===== src/rtl/output_display.sv =====
// Output-port consumer: latches OUT events into 8 slot registers plus an aux
// register, and scans them onto an 8-digit multiplexed 7-segment display.
module output_display #(
  parameter int unsigned SCAN_DIV = 50000
) (
  input  logic        clock,
  input  logic        reset,
  input  logic        outdisplay,
  input  logic [2:0]  outsel,
  input  logic [15:0] outval1,
  input  logic [15:0] outval2,
  input  logic [2:0]  view_sel,
  output logic [6:0]  seg_n,
  output logic [7:0]  an_n,
  output logic [7:0]  led,
  output logic [15:0] out_count
);

  localparam int unsigned PW = (SCAN_DIV > 1) ? $clog2(SCAN_DIV) : 1;
  localparam logic [PW-1:0] PRESC_LAST = PW'(SCAN_DIV - 1);
  localparam logic [6:0] DASH = 7'b0111111;

  logic [15:0]   slots [8];
  logic [7:0]    slot_valid;
  logic [15:0]   aux;
  logic          aux_valid;
  logic [PW-1:0] presc;
  logic [2:0]    digit;

  logic [15:0]   src_word;
  logic          src_valid;
  logic [3:0]    nibble;
  logic [6:0]    seg_next;

  function automatic logic [6:0] hex_pattern(input logic [3:0] v);
    logic [6:0] p;
    p = 7'b1111111;
    case (v)
      4'h0: p = 7'b1000000;
      4'h1: p = 7'b1111001;
      4'h2: p = 7'b0100100;
      4'h3: p = 7'b0110000;
      4'h4: p = 7'b0011001;
      4'h5: p = 7'b0010010;
      4'h6: p = 7'b0000010;
      4'h7: p = 7'b1111000;
      4'h8: p = 7'b0000000;
      4'h9: p = 7'b0010000;
      4'hA: p = 7'b0001000;
      4'hB: p = 7'b0000011;
      4'hC: p = 7'b1000110;
      4'hD: p = 7'b0100001;
      4'hE: p = 7'b0000110;
      4'hF: p = 7'b0001110;
      default: p = 7'b1111111;
    endcase
    return p;
  endfunction

  // Upper four digits follow the switch-selected slot, lower four the aux register.
  always_comb begin
    src_word  = aux;
    src_valid = aux_valid;
    if (digit[2]) begin
      src_word  = slots[view_sel];
      src_valid = slot_valid[view_sel];
    end
    nibble = 4'h0;
    case (digit[1:0])
      2'd0: nibble = src_word[3:0];
      2'd1: nibble = src_word[7:4];
      2'd2: nibble = src_word[11:8];
      2'd3: nibble = src_word[15:12];
      default: nibble = 4'h0;
    endcase
    seg_next = src_valid ? hex_pattern(nibble) : DASH;
  end

  always_ff @(posedge clock or posedge reset) begin
    if (reset) begin
      for (int unsigned i = 0; i < 8; i++) slots[i] <= '0;
      slot_valid <= '0;
      aux        <= '0;
      aux_valid  <= 1'b0;
      led        <= '0;
      out_count  <= '0;
    end else if (outdisplay) begin
      slots[outsel]      <= outval1;
      slot_valid[outsel] <= 1'b1;
      aux                <= outval2;
      aux_valid          <= 1'b1;
      led                <= 8'd1 << outsel;
      if (out_count != 16'hFFFF) out_count <= out_count + 16'd1;
    end
  end

  always_ff @(posedge clock or posedge reset) begin
    if (reset) begin
      presc <= '0;
      digit <= '0;
    end else if (presc == PRESC_LAST) begin
      presc <= '0;
      digit <= digit + 3'd1;
    end else begin
      presc <= presc + PW'(1);
    end
  end

  always_ff @(posedge clock or posedge reset) begin
    if (reset) begin
      seg_n <= '1;
      an_n  <= '1;
    end else begin
      seg_n <= seg_next;
      an_n  <= ~(8'd1 << digit);
    end
  end

endmodule


===== config.mk =====
export PLATFORM = sky130hd
export DESIGN_NAME = output_display
export DESIGN_NICKNAME = d
export VERILOG_FILES = /design/src/rtl/output_display.sv
export SDC_FILE = /design/constraint.sdc
export NUM_CORES = 1
export LEC_CHECK = 0
export BUFFER_PORTS_ARGS = -buffer_cell sky130_fd_sc_hd__buf_2
export CAP_MARGIN = 20
export CORE_UTILIZATION = 60
export CTS_CLUSTER_DIAMETER = 50
export DETAILED_ROUTE_END_ITERATION = 10
export HOLD_SLACK_MARGIN = 0.08
export PLACE_DENSITY = 0.87
export SLEW_MARGIN = 10
export SYNTH_ARGS = -nofsm -noshare
export SYNTH_HDL_FRONTEND = slang
export SYNTH_SLANG_ARGS = --single-unit
export TNS_END_PERCENT = 1

===== constraint.sdc =====
create_clock -name clock -period 18.5 [get_ports clock]
set_clock_uncertainty 0.2 [all_clocks]
set_input_delay 2.775 -clock clock [delete_from_list [all_inputs] [get_ports clock]]
set_output_delay 2.775 -clock clock [all_outputs]
set_load 0.05 [all_outputs]

Word-level counts from Yosys, hierarchy flattened
Memories as Yosys holds them, arrays and structs flattened.
Cells that the tools add are included.
{"block": "op_classes", "add_sub_neg": 3, "order_cmp": 6, "n_eq_ne": 5, "shifts": 2, "muxes": 15, "bitwise_logic": 4, "n_reduce_logical": 4}
{"op": "128-bit bitwise mux", "n": 1}
{"op": "16-bit 2-to-1 mux", "n": 5}
{"op": "16-bit binary-select mux with 3-bit select", "n": 1}
{"op": "16-bit demux with 3-bit select", "n": 1}
{"op": "16-bit by 1-bit adder with 16-bit output (second input constant)", "n": 2}
{"op": "16-bit == test (second input constant)", "n": 1}
{"op": "16-bit inequality test (second input constant)", "n": 1}
{"op": "4-bit case mux with 4 select lines", "n": 1}
{"op": "1-bit by 3-bit << shifter with 8-bit output (first input constant)", "n": 2}
{"op": "4-bit greater-or-equal comparator (second input constant)", "n": 2}
{"op": "3-bit by 4-bit < comparator with 1-bit output (second input constant)", "n": 2}
{"op": "3-bit inverter with 4-bit output", "n": 2}
{"op": "8-bit inverter", "n": 1}
{"op": "8-bit bitwise OR", "n": 1}
{"op": "7-bit 2-to-1 mux", "n": 1}
{"op": "2-bit == test (second input constant)", "n": 2}
{"op": "4-bit by 1-bit < comparator with 1-bit output (second input constant)", "n": 1}
{"op": "3-bit by 1-bit adder with 3-bit output (second input constant)", "n": 1}
{"op": "1-bit binary-select mux with 3-bit select", "n": 1}
{"op": "1-bit demux with 3-bit select", "n": 1}
{"op": "3-bit by 1-bit greater-or-equal comparator with 1-bit output (second input constant)", "n": 1}
{"op": "1-bit 2-to-1 mux", "n": 3}
{"op": "2-bit by 1-bit == test with 1-bit output (second input constant)", "n": 1}
{"op": "1-bit logical AND", "n": 2}
{"op": "other kinds (2)", "n": 2}
{"block": "totals", "reg_bits": 211, "romBits": 112, "out_inout_bits": 39, "elab_cells": 57, "n_memories": 1}
{"name": "(name not given)", "words": 16, "width": 7, "rd": 1, "rd_ports_with_merged_regs": 0, "write_ports": 0, "line": "38", "source": "case (v)"}

Logic depth before layout (Yosys ltp)
An unclocked memory read counts as a cell.
{"block": "depth", "word_depth": 8, "mapped_depth": 15, "mapped_depth_nobuf": 13}

Worst setup path before layout
No wires, ideal clock.
{"block": "synth_timing", "kind": "in2reg", "startpoint": "input view_sel[0]", "endpoint": "register seg_n[6]", "setup_ns": 0.077, "arrival_time_ns": 5.127, "t_required_ns": 18.223, "setup_slack_ns": 13.096, "stages": 12, "n_path_buf": 3, "path_cell_list": "buf_6 buf_6 buf_8 mux4_2 o22ai_1 nor2_1 o41a_1 inv_1 ha_1 inv_1 or3_1 a31oi_1"}
{"block": "synth_via", "elab_chain_cells": 8, "elab_cells_between_ends": 11, "classes_between": "mux (9); bitwise (1); memory (1)"}
{"element": "start: declaration", "line": "12", "source": "input logic [2:0] view_sel,"}
{"element": "3-bit inverter with 4-bit output (not written as such)", "line": "65", "source": "src_word = slots[view_sel];"}
{"element": "16-bit binary-select mux with 3-bit select", "line": "65"}
{"element": "16-bit 2-to-1 mux (not written as such) (2 in series)", "line": "65"}
{"element": "16-bit 2-to-1 mux", "line": "64", "source": "if (digit[2]) begin"}
{"element": "4-bit case mux with 4 select lines", "line": "69", "source": "case (digit[1:0])"}
{"element": "memory read 16 x 7 bit"}
{"element": "7-bit 2-to-1 mux (*)", "line": "76", "source": "seg_next = src_valid ? hex_pattern(nibble) : DASH;"}
{"element": "named net seg_next[6]", "line": "33", "source": "logic [6:0] seg_next;"}
{"element": "end signal: assignment", "line": "114", "source": "seg_n <= seg_next;"}
{"element": "end: declaration", "line": "13", "source": "output logic [6:0] seg_n,"}
The timed path passes the listed nets; every way through them passes the cells marked *. The select of a mux whose other input is x is not followed.
A chain may end at the register's enable or synchronous reset.

Worst setup path after layout
{"block": "layout_timing", "startpoint": "input view_sel[0]", "endpoint": "register seg_n[3]"}
The elaborated chain is that of the path after synthesis.

==> summary.md <==
| Metric | Value |
|---|---|
| Critical path endpoint category | register |
| Setup-failing EPs final | 0 |
| Ports | 80 |
| Hold Path Sink | slot_valid[2] |
| Failing checks | design-rule violations |
| Gr ovfl total | 0 |
| Hold Path Origin | slot_valid[2] |
| Chip height | 129 um |
| Critical Path AT | 5.81 ns |
| Starting DRT DRC Count | 361 |
| DR vias/cell | 6.10 |
| #FFs+latches synth | 211 |
| Final hold violation count | 0 |
| Hold path cells | 1 |
| Max Slew Vio Count | 0 |
| # port buffers | 79 |
| Starting density of the core | 0.612 |
| Post-synth top area share | 0.506 |
| R2R setup slack | 14.84 ns |
| RSZ-0062 raised after global routing | false |
| Die width | 129 um |
| FFs w/ async S/R, synth | 1.00 |
| Syn_nets | 768 |
| Number of max-cap violations | 0 |
| Final nets | 846 |
| Detailed Route WL | 21,600 um |
| Placed inst area | 10,200 um^2 |
| Largest net degree at the start of global routing | 121 |
| Clock sinks | 211 |
| RR Startpoint | digit[2] |
| Drt drc | 1 |
| Sequential element share of the synthesized area | 0.547 |
| H-Tree Depth | 1 |
| Slew margin rel. | 0.396 |
| Post-CTS Resized | 0 |
| Num CTS Buffers | 22 |
| Drt first pass iters | 10 |
| Worst reg2reg path depth | 10 |
| Worst endpoint required time | 18.73 ns |
| Post-CTS Setup Repair Bufs | 0 |
| CTS max path bufs | 3 |
| Routability Congestion | 0.863 |
| Setup CP Type | in2reg |
| Min Clock Period, post-route | 5.59 ns |
| Final Cell Area | 11,100 um^2 |
| EDFF count, synth | 0 |
| GR Util All Layers | 0.269 |
| Initial antenna violation count | 0 |
| TritonCTS clock tree | built |
| Synthesized area per cell | 13.6 um^2 |
| Mapped Cells | 711 |
| Maximum vdd drop | 131 uV |
| Core footprint | 15,800 um^2 |
| First-pass GRT wire length | 34,400 um |
| Post-Syn Area | 9690 um^2 |
| Worst-path maximum fanout | 25 |
| Yosys warning total | 0 |
| Filler cells | 1,066 |
| Dominant synthesized flop cell | dfrtp_1 |
| WL per Instance | 21.1 um |
| Via count | 6,229 |
| Critical path launch point type | input port |
| Root Buffer Master | clkbuf_16 |
| HP Class | reg2reg |
| Worst-Margin Slew | 0.907 ns |
| Antenna Cells | 0 |
| Vias in the first global route | 6,561 |
| Outcome | complete, but fails checks |
| Fmax | 179 MHz |
| Leak Pwr | 4.99 nW |
| Yosys cell types | 62 |
| Critical R2R Capture | seg_n[3] |
| Die ar. | 16,700 um^2 |
| Rows | 46 |
| Dominant cells by area after synthesis | dfrtp_1 51%, mux2_2 17%, mux4_2 4.2% |
| Layout cells sized above 1 | 0.411 |
| Part of the cycle the worst path needs | 0.302 |
| Routed Antenna Nets | 0 |
| Clock-pin slew on the worst setup and hold paths | 0.06 ns |
| CTS Hold Bufs | 0 |
| Top cell type by total area after synthesis | dfrtp_1 |
| Clk Latency, worst-skew pair | 0.50 ns |
| PwrDens | 118 nW/um^2 |
| Area Growth Syn to Fin | 14.7% |
| TNS Setup | 0 ns |
| Hpwl dp | 13,700 um |
-- per-stage QoR --
step	utilization	std cells	hold slack (ns)	worst slack, ns	power [mW]
global route	0.703	1021	0.292	12.69	1.36
CTS	0.700	1019	0.277	12.92	1.32
global placement	0.645	979	0.243	12.55	0.789
finish	0.703	1021	0.271	12.91	1.32
detailed placement	0.645	979	0.255	12.40	0.809
floorplan	-	711	0.229	9.78	0.749
-- synth_stat cells (3+ instances only) --
master    count
a21o_1        4
a21oi_1       4
a222oi_1      5
a22oi_1       3
a31oi_1       4
and3_1        5
buf_1         3
buf_2         5
buf_6         7
clkbuf_1     17
dfrtp_1     196
dfstp_2      15
ha_1         16
inv_1        19
mux2_2      146
mux2i_1      36
mux4_2       18
nand2_1      28
nand2b_1      6
nand3_1      21
nand4_1       5
nand4b_1      3
nor2_1       30
nor3_1        7
nor3_2        3
nor3b_1       3
nor4_1        4
o21ai_0       7
o21ai_1       4
o22ai_1      15
or2_2         5
xnor2_1      19
xor2_1       11
-- placed cells by master, fill, tap and decap left out, types with 5 or more instances in the layout --
cell,instances
dfrtp_1,196
dfstp_2,15
buf_4,9
ha_1,16
o21ai_0,7
nand2b_1,6
and3_1,5
nor2_1,30
nand3_1,21
clkbuf_16,23
nand4_1,5
xnor2_1,19
or2_2,5
buf_2,79
clkbuf_8,5
o22ai_1,15
bufinv_16,6
nand2_1,28
xor2_1,11
a222oi_1,5
mux2_2,146
mux4_2,18
inv_1,18
nor3_1,7
mux2i_1,36
-- state kept, by name (all words and copies together), names as in the netlist --
register,flops
out_count,16
an_n,8
slot_valid,8
led,8
presc,16
aux_valid,1
digit,3
seg_n,7
slots,128
aux,16
-- routing by layer --
layer | vias to the layer above | global-route usage | routed length, um
met3 | 47 | 0.0442 | 1200
met2 | 223 | 0.458 | 10700
li1 | 2719 | - | -
met1 | 3240 | 0.355 | 9010
met5 | - | 0 | 0
met4 | 0 | 0.0879 | 620
-- worst max-delay path by stage --
stage,startpoint,to,slack [ns],depth (start not counted)
after detailed placement,view_sel[0],seg_n[3],12.40,11
final,view_sel[0],seg_n[3],12.91,11
after global placement,view_sel[1],seg_n[3],12.55,12
after global routing,view_sel[0],seg_n[3],12.69,12
after CTS,view_sel[1],seg_n[3],12.92,12
after floorplan,reset,aux[0],9.78,1
-- critical path, cell delays in order --
cell and delay, ns:
buf_2 0.65, nand3_1 0.47, o22ai_1 0.30, nor3_1 0.08, nor2_1 0.21, o41a_1 0.34
ha_1 0.34, nor3b_1 0.24, mux2i_1 0.10, o211a_1 0.14, a22oi_1 0.15
-- power by group --
group	internal (mW)	switching, mW	leakage [nW]	total (mW)
registers	0.541	0.0473	2.53	0.588
logic	0.101	0.116	2.04	0.217
clock network	0.330	0.182	0.421	0.512
-- cell families (layout without fill, tap and decap cells) --
logic type / count (synthesis) / after routing / synth area share
adder cells (fa/ha/maj): 16 / 16 / 0.0207
multiplexers: 201 / 201 / 0.251
AO/OA/AOI/OAI: 61 / 61 / 0.0474
flip-flops: 211 / 211 / 0.547
XOR/XNOR: 30 / 30 / 0.0271
buffers and inverters: 56 / 150 / 0.0314
AND/OR/NAND/NOR: 136 / 136 / 0.0754
-- layout make-up --
class | instances | area [um^2] | share of cell area
well taps | 216 | 270 | 0.0243
clock inverters | 11 | 211 | 0.0190
flip-flops and latches | 211 | 5300 | 0.476
inverters | 20 | 82.6 | 0.00743
clock buffers | 29 | 648 | 0.0583
repair buffers | 90 | 510 | 0.0459
multi-input cells | 444 | 4100 | 0.369
Note: power is estimated with default switching activity, not from simulation.
